`src/rtl/lcd_pkg.sv`:
```
// lcd_pkg: HD44780 command bytes, display mode encodings and sequencer/bus state types
package lcd_pkg;
    localparam logic [7:0] LCD_FUNC_SET   = 8'h38;
    localparam logic [7:0] LCD_DISP_ON    = 8'h0C;
    localparam logic [7:0] LCD_ENTRY      = 8'h06;
    localparam logic [7:0] LCD_CLEAR      = 8'h01;
    localparam logic [7:0] LCD_LINE1      = 8'h80;
    localparam logic [7:0] LCD_LINE2      = 8'hC0;
    localparam logic [7:0] LCD_BLANK_CHAR = 8'h20;

    localparam logic [1:0] MODE_NORMAL = 2'b00;
    localparam logic [1:0] MODE_BLINK  = 2'b01;
    localparam logic [1:0] MODE_BLANK  = 2'b10;

    typedef enum logic [2:0] {
        ST_PWRUP,
        ST_INIT,
        ST_ADDR1,
        ST_LINE1,
        ST_ADDR2,
        ST_LINE2
    } seq_state_e;

    typedef enum logic [2:0] {
        PH_IDLE,
        PH_SETUP,
        PH_EN,
        PH_HOLD,
        PH_WAIT
    } bus_phase_e;

    function automatic logic [7:0] init_cmd(input logic [1:0] i);
        return i == 2'd0 ? LCD_FUNC_SET : i == 2'd1 ? LCD_DISP_ON : i == 2'd2 ? LCD_ENTRY : LCD_CLEAR;
    endfunction
endpackage

```
`src/rtl/lcd_bus_writer.sv`:
```
// lcd_bus_writer: one timed HD44780 write cycle (SETUP, EN, HOLD, WAIT) per start; done pulses on the last WAIT cycle
module lcd_bus_writer
    import lcd_pkg::*;
#(
    parameter int T_SETUP = 4,
    parameter int T_EN    = 16,
    parameter int T_HOLD  = 4,
    parameter int T_CMD   = 2000,
    parameter int T_CLR   = 82000
) (
    input  logic       clk,
    input  logic       rst,
    input  logic       start,
    input  logic       rs,
    input  logic [7:0] wr_byte,
    input  logic       long_wait,
    output logic       lcd_rs,
    output logic       lcd_en,
    output logic [7:0] lcd_dat,
    output logic       done
);
    localparam int T_A   = T_SETUP > T_EN ? T_SETUP : T_EN;
    localparam int T_B   = T_HOLD > T_CMD ? T_HOLD : T_CMD;
    localparam int T_C   = T_A > T_B ? T_A : T_B;
    localparam int T_MAX = T_C > T_CLR ? T_C : T_CLR;
    localparam int CW    = $clog2(T_MAX + 1);

    bus_phase_e phase_q, phase_d;
    logic [CW-1:0] cnt_q, cnt_d;
    logic rs_q, rs_d, en_q, en_d, long_q, long_d, last;
    logic [7:0] dat_q, dat_d;

    always_ff @(posedge clk) begin
        if (rst) begin
            phase_q <= PH_IDLE;
            cnt_q   <= '0;
            rs_q    <= 1'b0;
            en_q    <= 1'b0;
            long_q  <= 1'b0;
            dat_q   <= '0;
        end else begin
            phase_q <= phase_d;
            cnt_q   <= cnt_d;
            rs_q    <= rs_d;
            en_q    <= en_d;
            long_q  <= long_d;
            dat_q   <= dat_d;
        end
    end

    // Start wins over the phase walk so the next byte follows the last WAIT cycle with no gap.
    always_comb begin
        phase_d = phase_q;
        cnt_d   = phase_q == PH_IDLE ? '0 : cnt_q + CW'(1);
        rs_d    = rs_q;
        dat_d   = dat_q;
        long_d  = long_q;
        last    = cnt_q == (phase_q == PH_SETUP ? CW'(T_SETUP - 1) :
                            phase_q == PH_EN    ? CW'(T_EN - 1) :
                            phase_q == PH_HOLD  ? CW'(T_HOLD - 1) :
                            long_q              ? CW'(T_CLR - 1) : CW'(T_CMD - 1));
        done    = phase_q == PH_WAIT && last;
        if (start) begin
            phase_d = PH_SETUP;
            cnt_d   = '0;
            rs_d    = rs;
            dat_d   = wr_byte;
            long_d  = long_wait;
        end else if (phase_q != PH_IDLE && last) begin
            phase_d = phase_q == PH_SETUP ? PH_EN : phase_q == PH_EN ? PH_HOLD : phase_q == PH_HOLD ? PH_WAIT : PH_IDLE;
            cnt_d   = '0;
        end
        en_d = phase_d == PH_EN;
    end

    assign lcd_rs  = rs_q;
    assign lcd_en  = en_q;
    assign lcd_dat = dat_q;
endmodule

```
`src/rtl/lcd_refresh_sequencer.sv`:
```
// lcd_refresh_sequencer: 32-cell shadow buffer, power-up/init sequence and continuous two-line LCD refresh
module lcd_refresh_sequencer
    import lcd_pkg::*;
#(
    parameter int T_PWRUP   = 750000,
    parameter int T_SETUP   = 4,
    parameter int T_EN      = 16,
    parameter int T_HOLD    = 4,
    parameter int T_CMD     = 2000,
    parameter int T_CLR     = 82000,
    parameter int BLINK_DIV = 25000000
) (
    input  logic       clk,
    input  logic       rst,
    input  logic       wr_valid,
    output logic       wr_ready,
    input  logic [4:0] wr_addr,
    input  logic [7:0] wr_data,
    input  logic [1:0] mode,
    output logic       lcd_rs,
    output logic       lcd_rw,
    output logic       lcd_en,
    output logic [7:0] lcd_dat,
    output logic       lcd_n,
    output logic       lcd_p,
    output logic       frame_done
);
    localparam int PW = $clog2(T_PWRUP + 1);
    localparam int BW = $clog2(BLINK_DIV);

    seq_state_e state_q, state_d, nxt_state;
    logic [3:0] idx_q, idx_d, nxt_idx;
    logic [PW-1:0] pwr_q, pwr_d;
    logic [BW-1:0] blink_cnt_q, blink_cnt_d;
    logic blink_q, blink_d, wr_ready_q, wr_ready_d, frame_done_q, frame_done_d;
    logic [1:0] mode_q, mode_d;
    logic [7:0] buf_q [32];
    logic [7:0] buf_d [32];
    logic [7:0] nxt_byte;
    logic is_char, blanked, long_wait, start, wr_done, blink_wrap, mode_chg;

    lcd_bus_writer #(
        .T_SETUP(T_SETUP),
        .T_EN   (T_EN),
        .T_HOLD (T_HOLD),
        .T_CMD  (T_CMD),
        .T_CLR  (T_CLR)
    ) u_writer (
        .clk      (clk),
        .rst      (rst),
        .start    (start),
        .rs       (is_char),
        .wr_byte  (nxt_byte),
        .long_wait(long_wait),
        .lcd_rs   (lcd_rs),
        .lcd_en   (lcd_en),
        .lcd_dat  (lcd_dat),
        .done     (wr_done)
    );

    always_ff @(posedge clk) begin
        if (rst) begin
            state_q      <= ST_PWRUP;
            idx_q        <= '0;
            pwr_q        <= '0;
            blink_cnt_q  <= '0;
            blink_q      <= 1'b0;
            mode_q       <= MODE_NORMAL;
            wr_ready_q   <= 1'b0;
            frame_done_q <= 1'b0;
            buf_q        <= '{default: LCD_BLANK_CHAR};
        end else begin
            state_q      <= state_d;
            idx_q        <= idx_d;
            pwr_q        <= pwr_d;
            blink_cnt_q  <= blink_cnt_d;
            blink_q      <= blink_d;
            mode_q       <= mode_d;
            wr_ready_q   <= wr_ready_d;
            frame_done_q <= frame_done_d;
            buf_q        <= buf_d;
        end
    end

    // state_q/idx_q describe the byte on the bus; nxt_* is the byte loaded when start fires.
    always_comb begin
        nxt_state = state_q;
        nxt_idx   = idx_q + 4'd1;
        case (state_q)
            ST_PWRUP: begin nxt_state = ST_INIT; nxt_idx = '0; end
            ST_INIT:  if (idx_q == 4'd3) begin nxt_state = ST_ADDR1; nxt_idx = '0; end
            ST_ADDR1: begin nxt_state = ST_LINE1; nxt_idx = '0; end
            ST_LINE1: if (idx_q == 4'd15) nxt_state = ST_ADDR2;
            ST_ADDR2: begin nxt_state = ST_LINE2; nxt_idx = '0; end
            default:  if (idx_q == 4'd15) nxt_state = ST_ADDR1;
        endcase
        mode_chg  = mode != mode_q;
        is_char   = nxt_state == ST_LINE1 || nxt_state == ST_LINE2;
        blanked   = mode == MODE_BLANK || (mode == MODE_BLINK && !mode_chg && blink_q);
        nxt_byte  = nxt_state == ST_INIT  ? init_cmd(nxt_idx[1:0]) :
                    nxt_state == ST_ADDR1 ? LCD_LINE1 :
                    nxt_state == ST_ADDR2 ? LCD_LINE2 :
                    blanked               ? LCD_BLANK_CHAR : buf_q[{nxt_state == ST_LINE2, nxt_idx}];
        long_wait = !is_char && nxt_byte == LCD_CLEAR;
        start     = (state_q == ST_PWRUP && pwr_q == PW'(T_PWRUP - 1)) || wr_done;
        state_d   = start ? nxt_state : state_q;
        idx_d     = start ? nxt_idx : idx_q;
        pwr_d     = state_q == ST_PWRUP ? pwr_q + PW'(1) : pwr_q;
        frame_done_d = wr_done && state_q == ST_LINE2 && idx_q == 4'd15;
        blink_wrap   = blink_cnt_q == BW'(BLINK_DIV - 1);
        blink_cnt_d  = mode_chg || blink_wrap ? '0 : blink_cnt_q + BW'(1);
        blink_d      = mode_chg ? 1'b0 : blink_q ^ blink_wrap;
        mode_d       = mode;
        wr_ready_d   = 1'b1;
        buf_d        = buf_q;
        if (wr_valid && wr_ready_q) buf_d[wr_addr] = wr_data;
    end

    assign wr_ready   = wr_ready_q;
    assign frame_done = frame_done_q;
    assign lcd_rw     = 1'b0;
    assign lcd_n      = 1'b0;
    assign lcd_p      = 1'b1;
endmodule

```
`config.mk`:
```
export PLATFORM = sky130hd
export DESIGN_NAME = lcd_refresh_sequencer
export DESIGN_NICKNAME = d
export VERILOG_FILES = /design/src/rtl/lcd_pkg.sv /design/src/rtl/lcd_bus_writer.sv /design/src/rtl/lcd_refresh_sequencer.sv
export SDC_FILE = /design/constraint.sdc
export NUM_CORES = 1
export LEC_CHECK = 0
export CORE_MARGIN = 10
export CORE_UTILIZATION = 62
export CTS_CLUSTER_DIAMETER = 50
export CTS_CLUSTER_SIZE = 40
export DETAILED_ROUTE_END_ITERATION = 12
export PLACE_DENSITY = 0.8
export SLEW_MARGIN = 20
export SYNTH_ARGS = -nofsm -noshare
export SYNTH_HDL_FRONTEND = slang
export SYNTH_SLANG_ARGS = --single-unit
```
`constraint.sdc`:
```
create_clock -name clk -period 3.2 [get_ports clk]
set_input_delay 0.64 -clock clk [delete_from_list [all_inputs] [get_ports clk]]
set_output_delay 0.64 -clock clk [all_outputs]
set_load 0.02 [all_outputs]
```
Word level (Yosys, flattened, before mapping)
Cells that the tools add are included.
{ "totals": {"out_inout_bits": 15, "reg_bits": 344, "in_bits": 18} }
{ "classes": {"add_sub_neg": 4, "bitwise_logic": 3, "n_lt_le_gt_ge": 3, "n_reduce_logical": 24, "eq_ne": 26, "n_mux": 29} }
{ "ops": {"columns": ["op", "count"], "rows": [
  ["$bwmux 256", 1],
  ["$mux 17", 4],
  ["$mux 8", 7],
  ["$bmux 8 s5", 1],
  ["$demux 8 s5", 1],
  ["$mux 3", 9],
  ["$add 25x1->25 const B", 1],
  ["$eq 25x25->1 const B", 1],
  ["$eq 3x2->1 const B", 7],
  ["$add 20x1->20 const B", 1],
  ["$eq 20x20->1 const B", 1],
  ["$add 17x1->17 const B", 1],
  ["$eq 17x17->1", 1],
  ["$eq 3x3->1 const B", 5],
  ["$pmux 3 s5", 1],
  ["$ge 6x6->1 const B", 2],
  ["$not 5->6", 2],
  ["$logic_and 1x1->1", 10],
  ["$eq 3x1->1 const B", 3],
  ["$eq 8x1->1 const B", 1],
  ["$mux 4", 2],
  ["$pmux 4 s2", 1],
  ["$logic_not 3->1", 2],
  ["$lt 6x1->1 const B", 1],
  ["other kinds (16)", 23]
]} }

Depth between registers and ports, before layout
{ "depth": {"depth_word": 14, "mapped_depth": 15} }

Hierarchy
From an unflattened synthesis, not the netlist that was laid out.
{ "unflattened": {"hier_cells": 1804, "hier_area_um2": 15828.9} }
{ "by_module_without_submodules": {"columns": ["mod", "seq_area_each_um2", "n_inst", "cells_each", "area_per_inst_um2"], "rows": [
  ["lcd_refresh_sequencer", 6266.0, 1, 1645, 14388.8],
  ["lcd_bus_writer", 620.6, 1, 159, 1440.1]
]} }

Least setup slack after synthesis
OpenSTA, ideal clock, no wires.
{ "synth_timing": {"kind": "register -> register", "startpoint": "register idx_q[1]", "endpoint": "register u_writer.long_q", "path_buffers": 3, "t_required_ns": 3.085, "stages_incl_launch_ff": 15, "t_arrival_ns": 2.618, "setup_ns": 0.115, "slack_ns": 0.467, "path_cell_list": "dfxtp_1 > ha_1 > buf_2 > nor4b_4 > a2bb2oi_2 > buf_2 > buf_2 > ha_1 > a21oi_1 > nand2_1 > nor4_1 > a211o_1 > nand2_1 > nor4bb_1 > a31o_1"} }
{ "synth_between": {"elab_chain_len": 14} }
{ "synth_rtl": {"columns": ["element", "line_no", "text"], "rows": [
  ["from (decl)", "lcd_refresh_sequencer.sv:32", "logic [3:0] idx_q, idx_d, nxt_idx;"],
  ["from (signal assigned)", "lcd_refresh_sequencer.sv:74", "idx_q <= idx_d;"],
  ["$eq 4x4->1 or $eq 4x2->1 (tied branches)", "lcd_refresh_sequencer.sv:93, lcd_refresh_sequencer.sv:95, lcd_refresh_sequencer.sv:91", null],
  ["$mux 3, on equally long branches", "lcd_refresh_sequencer.sv:95, lcd_refresh_sequencer.sv:91, lcd_refresh_sequencer.sv:93", null],
  ["$pmux 3 s5", "lcd_refresh_sequencer.sv:89", "case (state_q)"],
  ["$eq 3x3->1", "lcd_refresh_sequencer.sv:98, lcd_refresh_sequencer.sv:103", null],
  ["$not 5->6", "lcd_refresh_sequencer.sv:103", "blanked ? LCD_BLANK_CHAR : buf_q[{nxt_state == ST_LINE2, nxt_idx}];"],
  ["$bmux 8 s5", "lcd_refresh_sequencer.sv:103", null],
  ["$mux 8 (not written as such) (2 in a row)", "lcd_refresh_sequencer.sv:103", null],
  ["$mux 8", "lcd_refresh_sequencer.sv:103", null],
  ["$mux 8", "lcd_refresh_sequencer.sv:102", "nxt_state == ST_ADDR2 ? LCD_LINE2 :"],
  ["$mux 8", "lcd_refresh_sequencer.sv:101", "nxt_state == ST_ADDR1 ? LCD_LINE1 :"],
  ["$mux 8", "lcd_refresh_sequencer.sv:100", "nxt_byte = nxt_state == ST_INIT ? init_cmd(nxt_idx[1:0]) :"],
  ["$eq 8x1->1", "lcd_refresh_sequencer.sv:104", "long_wait = !is_char && nxt_byte == LCD_CLEAR;"],
  ["$logic_and 1x1->1 (*)", "lcd_refresh_sequencer.sv:104", null],
  ["to (signal assigned)", "lcd_bus_writer.sv:46", "long_q <= long_d;"],
  ["to (decl)", "lcd_bus_writer.sv:30", "logic rs_q, rs_d, en_q, en_d, long_q, long_d, last;"]
]} }
Every way passes the cells marked *; elsewhere a longest branch is shown, timed or not. The select of a mux whose other input is x is not followed.
A chain may end at the register's enable or synchronous reset.

Worst setup path after layout
{ "layout_timing": {"startpoint": "register idx_q[0]", "endpoint": "register u_writer.long_q"} }
The elaborated chain is that of the path after synthesis.

==> flow_summary_export.csv <==
group,metric,value,unit
outcome,outcome,"completed",
placed_design,globalplace.congestion,1.02,
global_routing,antenna_found_initial,0,
pwr,p_per_area,477,nW/um^2
global_routing,grt_max_degree,140,
min_path,hold_class,"flop to flop",
drt,via_per_inst,6.18,
global_routing,grtUsageTotal,27.6,%
clocking,cts_buffers,30,
yosys,synth_area_per_cell,8.54,um^2
sta,setup_viol,0,
yosys,synth_mux_area_share,17.1,%
final_layout,antenna_cells,0,
clocking,clock-root-buffer,"clkbuf_16",
yosys,synth-edff-count,0,
sta,final.period_utilization,96.6,%
clocking,cts_hold_buf,0,
floorplanning,die-area,32100,um^2
yosys,yosys.area.top_type,"dfxtp_1",
drt,num_vias,13700,
yosys,synth_cell_types,66,
placed_design,port_buffers,29,
drt,drt_iter0_drc,1632,
worst_setup_path,crit_slowest_cell,"nor2_1",
worst_setup_path,critical-path-max-stage-delay,0.46,ns
worst_setup_path,crit_type,"flop to flop",
yosys,synth_ff_type,"dfxtp_1",
yosys,synth-compound-area-share,8.65,%
sta,hold_viol,0,
sta,fin_worst_skew,0.0161,ns
global_routing,grt-ovfl-total,0,
final_layout,final_core_util,71.3,%
yosys,synthCells,1838,
yosys,synthSimpleGateAreaFrac,22.5,%
global_routing,grt_pass1_vias,13000,
worst_setup_path,path_buf_inv,2,
yosys,synthAdderAreaFrac,0.558,%
yosys,seq_area_frac_synth,43.9,%
clocking,cts.sinks,344,
floorplanning,die_w,179,um
sta,min_period,3.09,ns
sta,fmax,323,MHz
yosys,synth_top_area_share,43.9,%
worst_setup_path,worstPathMaxFanout,28,
worst_setup_path,cp_top_family,"compound AO/OA/AOI/OAI gates",
drt,wire_per_inst,20.5,um
clocking,cts_buffer_depth,3,
sta,worst_slack,0.108,ns
yosys,async_flop_share,0,%
worst_setup_path,worstPathRequired,3.71,ns
clocking,cts.clk_slew.worst_paths,0.07,ns
final_layout,finish.net_count,1891,
yosys,synth_xor_area_share,3.35,%
yosys,ys_ff_latch,344,
drt,drc,0,
worst_setup_path,crit_arrival,3.60,ns
floorplanning,start_util,62.7,%
sta,slew_headroom,38.1,%
run,cap_violations,0,
yosys,synth_area_leaders,"dfxtp_1 44%, mux2i_1 16%, nor2_1 7.6%",
pwr,ir_drop,0.000433,V
placed_design,post-dp-hpwl,30.3,mm
floorplanning,core_area,25000,um^2
worst_setup_path,path_cells,"buf_4 > nand3_1 > xor2_1 > nor2_1 > buf_4 > a21oi_1 > a22oi_1 > a311oi_1 > o311ai_0 > nor4bb_1 > a31o_1",
drt,dr.pass1.iters,6,
placed_design,pre_cts_ws,0.0898,ns
clocking,clock_latency,0.57,ns
sta,final-max-slew-violation-count,0,
worst_setup_path,endpoint_kind,"flop",
pwr,cellLeakagePower,6.92,nW
drt,ant_nets,0,
drt,postRouteWirelength,45.6,mm
floorplanning,ioPinCount,33,
worst_setup_path,crit_path_start_kind,"flop",
sta,worst_slew_pin_slew,0.928,ns
final_layout,drive_gt1_share,10.2,%
final_layout,area_growth,13.8,%
global_routing,grt_pass1_wl,71.0,mm
clocking,h-tree-depth,1,
yosys,synth_area,15700,um^2
yosys,yosys_warnings,0,
floorplanning,die_h,179,um
clocking,cts_tree,"built",
sta,holdWs,0.459,ns
worst_setup_path,critPathMostFrequentCell,"buf_4",
floorplanning,row_count,58,
yosys,synth_top_family_by_area,"simple AND/OR/NAND/NOR gates",
==> power breakdown <==
group | total [mW] | internal [mW] | switching [mW]
Combinational | 0.306 | 0.0842 | 0.222
Clock | 3.90 | 2.09 | 1.81
Sequential | 4.32 | 4.30 | 0.0168
Total | 8.52 | 6.47 | 2.05
==> state kept, by name (all words and copies together), names as in the netlist <==
register,count
mode_q,2
u_writer.long_q,1
u_writer.phase_q,3
state_q,3
frame_done,1
buf_q,256
u_writer.lcd_en,1
pwr_q,20
u_writer.cnt_q,17
idx_q,4
u_writer.lcd_dat,8
u_writer.lcd_rs,1
blink_cnt_q,25
blink_q,1
wr_ready,1
==> metal layers <==
metal,track usage [%],wire length (um),vias up
met1,36.7,19000,6452
li1,-,-,6394
met3,5.08,4380,133
met2,44.1,20500,749
met4,9.98,1740,0
met5,0,0,-
==> layout by cell type (no fill, tap or decap), types with 8 or more instances in the layout <==
master	instances
xor2_1	33
nand2b_1	11
o21ai_0	18
nor2_1	316
clkbuf_16	32
o22ai_1	10
nand2_1	251
mux2i_1	250
buf_4	87
and4_1	8
nor4_1	9
xnor2_1	27
clkdlybuf4s50_1	28
dfxtp_1	341
and3_1	14
nand3_1	118
nand4_1	15
a211oi_1	12
a22oi_1	12
a21oi_1	107
nor3_1	16
or3_1	8
==> worst paths after layout <==
path	startpoint	end	slack, ns	depth (start not counted)
setup / recovery	idx_q[0]	u_writer.long_q	0.11	11
hold / removal	buf_q[190]	buf_q[190]	0.46	2
setup reg to reg	idx_q[0]	u_writer.long_q	0.11	11
hold reg to reg	buf_q[190]	buf_q[190]	0.46	2
==> final cells by class <==
cell class	instances	area, um^2
clock buffers	36	825
clock inverters	20	255
fillers	1950	7180
inverters	9	33.8
multi-input cells	1355	8310
flip-flops and latches	344	6890
well taps	330	413
repair buffers	126	1130
==> worst min-delay path: stages (launching register included) <==
cell and delay (ns):
dfxtp_1 0.31, nand2_1 0.05, a21oi_1 0.05
==> cell families after synthesis <==
group	Yosys count
buffers and inverters	140
DFF	344
and+or+nand+nor	808
AOI/OAI and AO/OA	217
adders and majority gates	7
xor gates and xnor gates	60
other	2
muxes	260
==> Yosys cell counts, types with 3 or more instances <==
library cell,n
mux4_2,7
buf_4,7
a32oi_1,7
o211ai_1,7
a221oi_1,7
buf_6,4
nand2b_1,11
dfxtp_1,344
a22oi_1,12
nand3b_1,3
a311oi_1,4
o21ai_0,18
o22ai_1,10
buf_1,5
xor2_1,33
clkbuf_1,95
mux2i_1,251
nand3_1,118
xnor2_1,27
and2_1,3
buf_2,20
and3_1,14
nor3_1,20
nand2_1,251
o221ai_1,4
a21oi_1,107
ha_1,7
and4_1,8
or3_1,9
a211oi_1,13
or2_2,5
nor3b_1,4
nor2_1,317
nor4_1,12
nand4_1,15
inv_1,6
nor2b_1,5
a31oi_1,6
o21a_1,3
==> timing repair <==
item / CTS / global route
endpoints found under the setup margin: 0 / 2
buffers inserted: 0 / 4
gates resized for setup: 0 / 16
==> metrics by stage <==
step / power, mW / setup TNS (ns) / cell area [um^2] / cells
after detailed placement: 4.71 / 0 / 16700 / 2159
final: 8.52 / 0 / 17900 / 2220
after CTS: 8.54 / 0 / 17700 / 2215
after global routing: 8.73 / -0.0595 / 17900 / 2220
after global placement: 4.71 / 0 / 16700 / 2159
after floorplan: 4.60 / 0 / 15700 / 1839
(Power assumes the default switching activity.)
